==> src/rtl/sender_queue_pkg.sv <==
// Shared encodings for the node link queues (sender and receiver sides).
package sender_queue_pkg;

    localparam int unsigned INSTR_WIDTH = 32;

    localparam logic [1:0] DEST_RIGHT = 2'b00;
    localparam logic [1:0] DEST_LEFT  = 2'b01;
    localparam logic [1:0] DEST_SELF  = 2'b10;
    localparam logic [1:0] DEST_DROP  = 2'b11;

endpackage

==> src/rtl/sender_link.sv <==
// One transmit link: DEPTH-entry FIFO, gap timer, registered data and one-cycle strobe.
module sender_link
    import sender_queue_pkg::*;
#(
    parameter int unsigned WIDTH = INSTR_WIDTH,
    parameter int unsigned DEPTH = 4,
    parameter int unsigned GAP   = 2
) (
    input  logic             clk,
    input  logic             rst_n,
    input  logic             push_i,
    input  logic [WIDTH-1:0] data_i,
    output logic             full_o,
    output logic             empty_o,
    output logic [WIDTH-1:0] data_o,
    output logic             check_o,
    output logic             active_o
);

    localparam int unsigned AW = $clog2(DEPTH);
    localparam int unsigned PW = AW + 1;
    localparam int unsigned GW = $clog2(GAP + 1);

    logic [WIDTH-1:0] mem_q [DEPTH];
    logic [PW-1:0]    wr_ptr_q, wr_ptr_d;
    logic [PW-1:0]    rd_ptr_q, rd_ptr_d;
    logic [GW-1:0]    gap_q, gap_d;
    logic [WIDTH-1:0] data_q, data_d;
    logic             check_q, check_d;

    logic full, empty, pop, do_push;

    // Status flags from the extra pointer MSB; emit only when idle and data is waiting.
    always_comb begin
        empty   = (wr_ptr_q == rd_ptr_q);
        full    = (wr_ptr_q[AW] != rd_ptr_q[AW]) && (wr_ptr_q[AW-1:0] == rd_ptr_q[AW-1:0]);
        pop     = !empty && (gap_q == '0);
        // Full is judged on current state, so a same-edge pop never makes room.
        do_push = push_i && !full;
    end

    // Next-state: pointer advance, head capture, strobe and gap reload on emit.
    always_comb begin
        wr_ptr_d = wr_ptr_q;
        rd_ptr_d = rd_ptr_q;
        gap_d    = gap_q;
        data_d   = data_q;
        check_d  = 1'b0;
        if (do_push) begin
            wr_ptr_d = wr_ptr_q + PW'(1);
        end
        if (pop) begin
            rd_ptr_d = rd_ptr_q + PW'(1);
            data_d   = mem_q[rd_ptr_q[AW-1:0]];
            check_d  = 1'b1;
            gap_d    = GW'(GAP);
        end else if (gap_q != '0) begin
            gap_d = gap_q - GW'(1);
        end
    end

    // State register with synchronous active-low reset.
    always_ff @(posedge clk) begin
        if (!rst_n) begin
            wr_ptr_q <= '0;
            rd_ptr_q <= '0;
            gap_q    <= '0;
            data_q   <= '0;
            check_q  <= 1'b0;
        end else begin
            wr_ptr_q <= wr_ptr_d;
            rd_ptr_q <= rd_ptr_d;
            gap_q    <= gap_d;
            data_q   <= data_d;
            check_q  <= check_d;
        end
    end

    // Storage array; contents are don't-care once the pointers are reset.
    always_ff @(posedge clk) begin
        if (rst_n && do_push) begin
            mem_q[wr_ptr_q[AW-1:0]] <= data_i;
        end
    end

    assign full_o   = full;
    assign empty_o  = empty;
    assign data_o   = data_q;
    assign check_o  = check_q;
    assign active_o = (gap_q != '0);

endmodule

==> src/rtl/sender_queue.sv <==
// Transmit queue: routes accepted instructions to the right/left/self links or drops them.
module sender_queue
    import sender_queue_pkg::*;
#(
    parameter int unsigned WIDTH = INSTR_WIDTH,
    parameter int unsigned DEPTH = 4,
    parameter int unsigned GAP   = 2
) (
    input  logic             clk,
    input  logic             rst_n,
    input  logic             send_valid,
    input  logic [WIDTH-1:0] send_sig,
    input  logic [1:0]       send_dest,
    output logic             send_ready,
    output logic             drop_alert,
    output logic [WIDTH-1:0] out_sig_right,
    output logic [WIDTH-1:0] out_sig_left,
    output logic [WIDTH-1:0] out_sig_self,
    output logic             check_r,
    output logic             check_l,
    output logic             check_s,
    output logic             busy
);

    logic [2:0] full, empty, active, push;
    logic       drop_alert_q, drop_alert_d;

    // Destination decode and ready mux; drops are always accepted.
    always_comb begin
        send_ready = 1'b1;
        unique case (send_dest)
            DEST_RIGHT: send_ready = !full[0];
            DEST_LEFT:  send_ready = !full[1];
            DEST_SELF:  send_ready = !full[2];
            DEST_DROP:  send_ready = 1'b1;
            default:    send_ready = 1'b1;
        endcase
        push[0]      = send_valid && send_ready && (send_dest == DEST_RIGHT);
        push[1]      = send_valid && send_ready && (send_dest == DEST_LEFT);
        push[2]      = send_valid && send_ready && (send_dest == DEST_SELF);
        drop_alert_d = send_valid && (send_dest == DEST_DROP);
        busy         = |(~empty) || |active;
    end

    // One-cycle pulse for each discarded word.
    always_ff @(posedge clk) begin
        if (!rst_n) begin
            drop_alert_q <= 1'b0;
        end else begin
            drop_alert_q <= drop_alert_d;
        end
    end

    assign drop_alert = drop_alert_q;

    sender_link #(
        .WIDTH (WIDTH),
        .DEPTH (DEPTH),
        .GAP   (GAP)
    ) u_link_right (
        .clk      (clk),
        .rst_n    (rst_n),
        .push_i   (push[0]),
        .data_i   (send_sig),
        .full_o   (full[0]),
        .empty_o  (empty[0]),
        .data_o   (out_sig_right),
        .check_o  (check_r),
        .active_o (active[0])
    );

    sender_link #(
        .WIDTH (WIDTH),
        .DEPTH (DEPTH),
        .GAP   (GAP)
    ) u_link_left (
        .clk      (clk),
        .rst_n    (rst_n),
        .push_i   (push[1]),
        .data_i   (send_sig),
        .full_o   (full[1]),
        .empty_o  (empty[1]),
        .data_o   (out_sig_left),
        .check_o  (check_l),
        .active_o (active[1])
    );

    sender_link #(
        .WIDTH (WIDTH),
        .DEPTH (DEPTH),
        .GAP   (GAP)
    ) u_link_self (
        .clk      (clk),
        .rst_n    (rst_n),
        .push_i   (push[2]),
        .data_i   (send_sig),
        .full_o   (full[2]),
        .empty_o  (empty[2]),
        .data_o   (out_sig_self),
        .check_o  (check_s),
        .active_o (active[2])
    );

endmodule

==> config.mk <==
export PLATFORM = sky130hd
export DESIGN_NAME = sender_queue
export DESIGN_NICKNAME = d
export VERILOG_FILES = /design/src/rtl/sender_queue_pkg.sv /design/src/rtl/sender_link.sv /design/src/rtl/sender_queue.sv
export SDC_FILE = /design/constraint.sdc
export NUM_CORES = 1
export LEC_CHECK = 0
export BUFFER_PORTS_ARGS = -buffer_cell sky130_fd_sc_hd__buf_2
export CAP_MARGIN = 20
export CORE_MARGIN = 5
export CORE_UTILIZATION = 35
export CTS_CLUSTER_DIAMETER = 150
export CTS_CLUSTER_SIZE = 12
export DETAILED_ROUTE_END_ITERATION = 12
export SYNTH_ARGS = -nofsm -noshare
export SYNTH_HDL_FRONTEND = slang
export SYNTH_SLANG_ARGS = --single-unit
==> constraint.sdc <==
create_clock -name clk -period 3 [get_ports clk]
set_input_delay 0.6 -clock clk [delete_from_list [all_inputs] [get_ports clk]]
set_output_delay 0.6 -clock clk [all_outputs]
set_load 0.01 [all_outputs]
# After elaboration in Yosys (flattened, before gate mapping)
# Memory sizes are Yosys's and may differ from the RTL's. A register that Yosys moved wholly into a read port is not among the register bits.
# Index checks and enable logic that the tools add are counted.
totals:
  register_bits: 28
  ramBits: 384
  inputBits: 37
  output_inout_bits: 102
  wordCells: 100
  mem_count: 3
classes:
  n_addsub: 9
  eq_ne: 12
  n_mux: 16
  bitwise_logic: 2
  n_reduce_logical: 42
memory_table:
  columns: ["name", "words", "word_bits", "rd", "rd_clocked_by_memory_dff", "write_ports", "line", "rtl"]
  rows:
  - ["u_link_left.mem_q", 4, 32, 1, 1, 1, "sender_link.sv:24", "logic [WIDTH-1:0] mem_q [DEPTH];"]
  - ["u_link_right.mem_q", 4, 32, 1, 1, 1, "sender_link.sv:24", null]
  - ["u_link_self.mem_q", 4, 32, 1, 1, 1, "sender_link.sv:24", null]
op_table:
  columns: ["op", "count"]
  rows:
  - ["$add 3x1->3 const B", 6]
  - ["$logic_and 1x1->1", 17]
  - ["$mux 2", 6]
  - ["$reduce_bool 2->1", 6]
  - ["$eq 3x3->1", 3]
  - ["$logic_not 1->1", 9]
  - ["$mux 1", 9]
  - ["$logic_not 2->1", 4]
  - ["$eq 2x2->1", 3]
  - ["$reduce_or 2->1", 3]
  - ["$reduce_or 3->1", 2]
  - ["$sub 2x1->2 const B", 3]
  - ["$eq 2x2->1 const B", 2]
  - ["$pmux 1 s4", 1]
  - ["$ne 1x1->1", 3]
  - ["$not 3->3", 1]
  - ["$eq 2x1->1 const B", 1]
  - ["$logic_or 1x1->1", 1]
  - ["$not 1->1", 1]

# Longest topological paths before layout
depth:
  ltp_word: 10
  ltp_mapped: 6
  mapped_depth_nobuf: 4

# Hierarchy
# From an unflattened synthesis, not the netlist that was laid out.
unflattened:
  hier_cells: 1125
  hier_area_um2: 19443.6
modules_own_cells:
  columns: ["module", "n_inst", "cells_per_inst", "area_per_inst_um2", "seq_area_each_um2"]
  rows:
  - ["sender_link", 3, 371, 6449.9, 4664.5]
  - ["sender_queue", 1, 12, 93.8, 20.0]

# Worst setup path after synthesis
# OpenSTA, ideal clock, no wires.
synth_path:
  path_kind: "input to register"
  startpoint: "input port send_dest[0]"
  endpoint: "memory u_link_right.mem_q[1][0] (netlist bit) (enable)"
  setup_time_ps: 392
  t_arrival_ps: 2244
  required_time_ps: 2608
  slack_ps: 363
  stages: 3
  n_path_buf: 0
  cell_sequence: "or3b_2 a31oi_2 and3_1"
synth_between:
  elab_chain_cells: 8
  word_cells_on_any_way: 11
  classes_between: "eq/ne (3); mux (3); reduce/logical (5)"
synth_lines:
  columns: ["element", "line", "rtl"]
  rows:
  - ["from (decl)", "sender_queue.sv:13", "input logic [1:0] send_dest,"]
  - ["$eq 2x2->1 (tied with other cells)", "sender_queue.sv:31", "unique case (send_dest)"]
  - ["$pmux 1 s4", "sender_queue.sv:31", null]
  - ["$logic_and 1x1->1", "sender_queue.sv:38", "push[0] = send_valid && send_ready && (send_dest == DEST_RIGHT);"]
  - ["$logic_and 1x1->1 *", "sender_queue.sv:38", null]
  - ["$logic_and 1x1->1 *", "sender_link.sv:39", "do_push = push_i && !full;"]
  - ["$logic_and 1x1->1 *", "sender_link.sv:81", "if (rst_n && do_push) begin"]
  - ["$mux 1 *", "sender_link.sv:81", null]
  - ["$mux 1 (implied by the code) *", "sender_link.sv:82", "mem_q[wr_ptr_q[AW-1:0]] <= data_i;"]
  - ["to (decl)", "sender_link.sv:24", null]
# Mark *: on every way between the ends. The rest lies on a longest branch, timed or not.

# Worst setup path after layout
layout_path:
  startpoint: "register u_link_left.rd_ptr_q[1]"
  endpoint: "output port send_ready"
layout_between:
  elab_chain_cells: 4
layout_lines:
  columns: ["element", "line", "rtl"]
  rows:
  - ["from (decl)", "sender_link.sv:26", "logic [PW-1:0] rd_ptr_q, rd_ptr_d;"]
  - ["from (signal assigned)", "sender_link.sv:72", "rd_ptr_q <= rd_ptr_d;"]
  - ["$eq 2x2->1", "sender_link.sv:36", "full = (wr_ptr_q[AW] != rd_ptr_q[AW]) && (wr_ptr_q[AW-1:0] == rd_ptr_q[AW-1:0]);"]
  - ["$logic_and 1x1->1", "sender_link.sv:36", null]
  - ["$logic_not 1->1", "sender_queue.sv:33", "DEST_LEFT: send_ready = !full[1];"]
  - ["$pmux 1 s4", "sender_queue.sv:31", null]
  - ["to (decl)", "sender_queue.sv:14", "output logic send_ready,"]
# Every way passes these cells.

==> results.md <==
| Stage | Result | This run |
|:---|:---|:---|
| outcome | Run status | finished clean |
| die | Core Box Area | 0.0550 mm² |
| sta | Largest clock skew in the final design | 0.0226 ns |
| die | Die area | 0.0602 mm² |
| drt | Total met2 wirelength after detailed routing | 21200 µm |
| grt | All-Layer GR Usage | 14.7% |
| yosys | Cells after synthesis | 1113 |
| drt | DRC violation total after the first TritonRoute iteration | 709 |
| worst setup path | Top fanout value on the critical path | 15 |
| power and ir drop | Logic pwr share | 21.7% |
| grt | Number of global-route vias before repair | 10271 |
| die | Floorplan die height | 245 µm |
| drt | DRC violations left | 0 |
| power and ir drop | Switching power of the nets | 5120 µW |
| finish | Layout Nets | 1331 |
| power and ir drop | Clock network fraction of total power | 31.0% |
| finish | Count of fill cells added during filler insertion | 4939 |
| sta | Setup slack of the critical path after layout | 0.182 ns |
| yosys | Asr flop ratio synth | 0% |
| worst setup path | Buffer and inverter count on the worst path | 1 |
| clock tree | Clock latency at the later pin of the worst-skew pair | 0.57 ns |
| sta | Tightest slew margin relative to the limit | 53.2% |
| worst setup path | Critical path capture point type | primary output |
| worst setup path | Launching element type of the critical path | flip-flop |
| power and ir drop | Switching part of the total power | 28.2% |
| grt | Wire length of the first global-routing pass | 67200 µm |
| yosys | Post-synthesis instance area | 0.0194 mm² |
| sta | Min Tclk post-route | 2.82 ns |
| flow run | Count of maximum capacitance violations | 0 |
| yosys | Post-synthesis compound-gate area fraction | 1.08% |
| drt | Number of vias per cell | 4.86 |
| worst setup path | Length in cells of the worst reg-to-reg path | 5 |
| placement | Count of buffers inserted at the top-level ports | 138 |
| yosys | Share of the synthesized area in the top cell type | 59.5% |
| grt | Total overflow reported by the global router | 0 |
| placement | Final GP Congestion | 0.731 |
| yosys | Most area-consuming cells after synthesis | edfxtp_1, dfxtp_1, mux4_2 |
| worst setup path | Cells along the critical path | xor2_1, o41ai_1, o31ai_1, buf_2 |
| finish | Ratio of cells with drive above 1 in the final layout | 26.5% |
| die | Placement row count | 86 |
| power and ir drop | Fraction of power consumed by sequential logic | 47.3% |
| grt | Maximum number of pins on one net before global-route repair | 78 |
| yosys | Main combinational cell family by area after synthesis | multiplexers |
| sta | WHS | 0.362 ns |
| sta | Final hold violations | 0 |
| die | Starting density of the core | 35.2% |
| clock tree | Clock root buffer | clkbuf_16 |
| worst setup path | Worst path required time | 2.40 ns |
| drt | Met3 WL post-DR | 2510 µm |
| clock tree | Clock tree from TritonCTS | done |
| power and ir drop | Cell internal power dissipation | 13000 µW |
| clock tree | Register clock-pin slew on the reported worst setup and hold paths | 0.06 ns |
| drt | Total Routed Length | 44600 µm |
| clock tree | Htree depth | 2 |
| clock tree | Number of gates resized after CTS | 0 |
| clock tree | Number of buffers on the longest clock path | 3 |
| clock tree | Number of buffers inserted by post-CTS setup repair | 0 |
| placement | Dpl ws | 0.424 ns |
| yosys | Number of enable flip-flop cells after synthesis | 384 |
| power and ir drop | Power, Total | 18100 µW |
| yosys | Part of the Yosys area used for sequential elements | 72.3% |
| drt | Top routing layer in use | met5 |
| yosys | Post-synthesis share of cell area spent on full adders, half adders and majority gates | 0.969% |
| die | I/O Pins | 139 |
| worst setup path | Worst Path Arrival | 2.22 ns |
| sta | Final setup violating endpoints | 0 |
| yosys | Main synth FF type | edfxtp_1 |
| worst hold path | Cells on Worst Hold Path | 2 |
| clock tree | Clock sinks | 508 |
| yosys | Synth Register Bits | 508 |
| yosys | Count of distinct cell types in the synthesized netlist | 39 |
| sta | Unrepaired setup endpoints after global routing | no |
| worst setup path | Cell family contributing the most delay on the critical path | flip-flops |
| yosys | Fraction of synthesized area in multiplexers | 16.7% |
| worst setup path | Path length in cells of the critical path | 4 |
| sta | Highest clock frequency the design can meet | 355 MHz |
| drt | Residual antenna-violating net count after detailed routing | 0 |
| yosys | Synth Net Count | 1165 |
| power and ir drop | IR drop worst, VDD | 0.000460 V |
| worst setup path | Delay of the slowest critical-path stage | 0.67 ns |
| clock tree | Number of buffers created by CTS | 48 |
| drt | Overall via count from detail_route | 10059 |
| yosys | Cell taking the most area after synthesis | edfxtp_1 |
| sta | Final Max Tran Viols | 0 |
| power and ir drop | Power per cell area | 806 mW/mm² |
| yosys | Synthesized area divided by synthesized cell count | 17.4 µm² |
| placement | Final HPWL DP | 28100 µm |
| sta | Part of the cycle the worst path needs | 93.9% |
| worst setup path | Cell type of the slowest stage on the worst timing path | dfxtp_2 |
| yosys | Synthesis warning total | 0 |
| sta | Worst-margin pin slew | 0.701 ns |
| yosys | Area fraction in and, or, nand and nor cells after synthesis | 5.84% |
| die | Horiz. Die Dim | 245 µm |
| finish | Area overhead of the layout relative to synthesis | 16.2% |
| drt | Wire length on met1 | 20300 µm |
| drt | Total iterations of the first detailed-routing run | 4 |
| grt | Initial antenna violation count | 6 |
| clock tree | Hold-fix buffers, CTS | 0 |
| yosys | Area share of xor/xnor cells in the synthesized design | 0.814% |
| worst hold path | Class of the tightest hold or removal check | primary input to flip-flop |
| power and ir drop | Leakage power figure | 0.00815 µW |
| worst setup path | Crit path kind | flip-flop to primary output |
| drt | Per-cell routed wire length | 21.6 µm |
| sta | Final total negative setup slack | 0 ns |
flip-flops by register name, summed over array words and instances (netlist names), 32 cells and up:
name,flops
u_link_left.mem_q,128
u_link_self.data_o,32
u_link_right.data_o,32
u_link_self.mem_q,128
u_link_right.mem_q,128
u_link_left.data_o,32
layout make-up:
cell class | count | area (µm²) | area share [%]
diodes | 1 | 2.50 | 0.0111
repair buffers | 179 | 1110 | 4.92
multi-input cells | 530 | 4970 | 22.1
clock buffers | 88 | 1390 | 6.19
inverters | 12 | 45.0 | 0.200
flip-flops and latches | 508 | 14000 | 62.3
well taps | 748 | 936 | 4.16
clock inverters | 2 | 25.0 | 0.111
per-layer routing:
metal  GRT usage (%)  vias up
met5               0        -
met4            3.04        8
met3            3.24       56
met2            23.5      217
met1            21.0     5200
li1                -     4578
power by group through the flow:
stage	sequential, µW	clock, µW	combinational, µW
2_1_floorplan	8870	0	2420
3_3_place_gp	8710	0	4000
3_5_place_dp	8730	0	4020
4_1_cts	8590	5780	4030
5_1_grt	8660	6080	4270
6_report	8570	5630	3930
cells in the mapped netlist, drive strengths merged, types with 3 or more instances:
cell and number:
edfxtp 384, nand2 220, dfxtp 124, mux2i 108
mux4 96, buf 34, clkbuf 29, ha 15
and3 13, inv 12, xnor2 9, xor2 9
nor2 6, nor3 5, a21oi 4, o31ai 4
a311o 3, a31oi 3, nand2b 3, nor3b 3
nor4 3, o211ai 3, o311ai 3, or3 3
or4 3
stage by stage:
step / instances / area [µm²] / utilization [%]
6_report: 2068 / 22500 / 40.9
5_1_grt: 2067 / 22500 / 40.9
4_1_cts: 2067 / 22500 / 40.9
3_5_place_dp: 1977 / 21100 / 38.4
3_3_place_gp: 1977 / 21100 / 38.4
2_1_floorplan: 1113 / 19400 / -
path summary, 6_finish.rpt:
check                                                          start  slack (ns)                                   to
worst max-delay path            u_link_left.rd_ptr_q[1]$_SDFFE_PN0P_        0.18                           send_ready
worst min register to register   u_link_left.data_o[26]$_SDFFE_PN0P_        0.46  u_link_left.data_o[26]$_SDFFE_PN0P_
worst min-delay path                                    send_dest[0]        0.36                drop_alert$_SDFF_PN0_
worst max register to register  u_link_self.rd_ptr_q[1]$_SDFFE_PN0P_        0.77  u_link_self.data_o[12]$_SDFFE_PN0P_
cell usage in the layout (no fill, tap or decap), drive strengths merged, types with 6 or more instances in the layout:
| cell type | instances |
|---|---|
| and3 | 13 |
| buf | 178 |
| clkbuf | 89 |
| dfxtp | 124 |
| edfxtp | 384 |
| ha | 15 |
| inv | 13 |
| mux2i | 108 |
| mux4 | 96 |
| nand2 | 220 |
| nor2 | 6 |
| xnor2 | 9 |
| xor2 | 9 |
logic make-up after synthesis:
family	after synthesis
muxes	204
buffers and inverters	75
xor gates and xnor gates	18
DFF	508
adders and majority gates	15
and+or+nand+nor	268
AOI/OAI and AO/OA	25
Note: power is estimated with default switching activity, not from simulation.
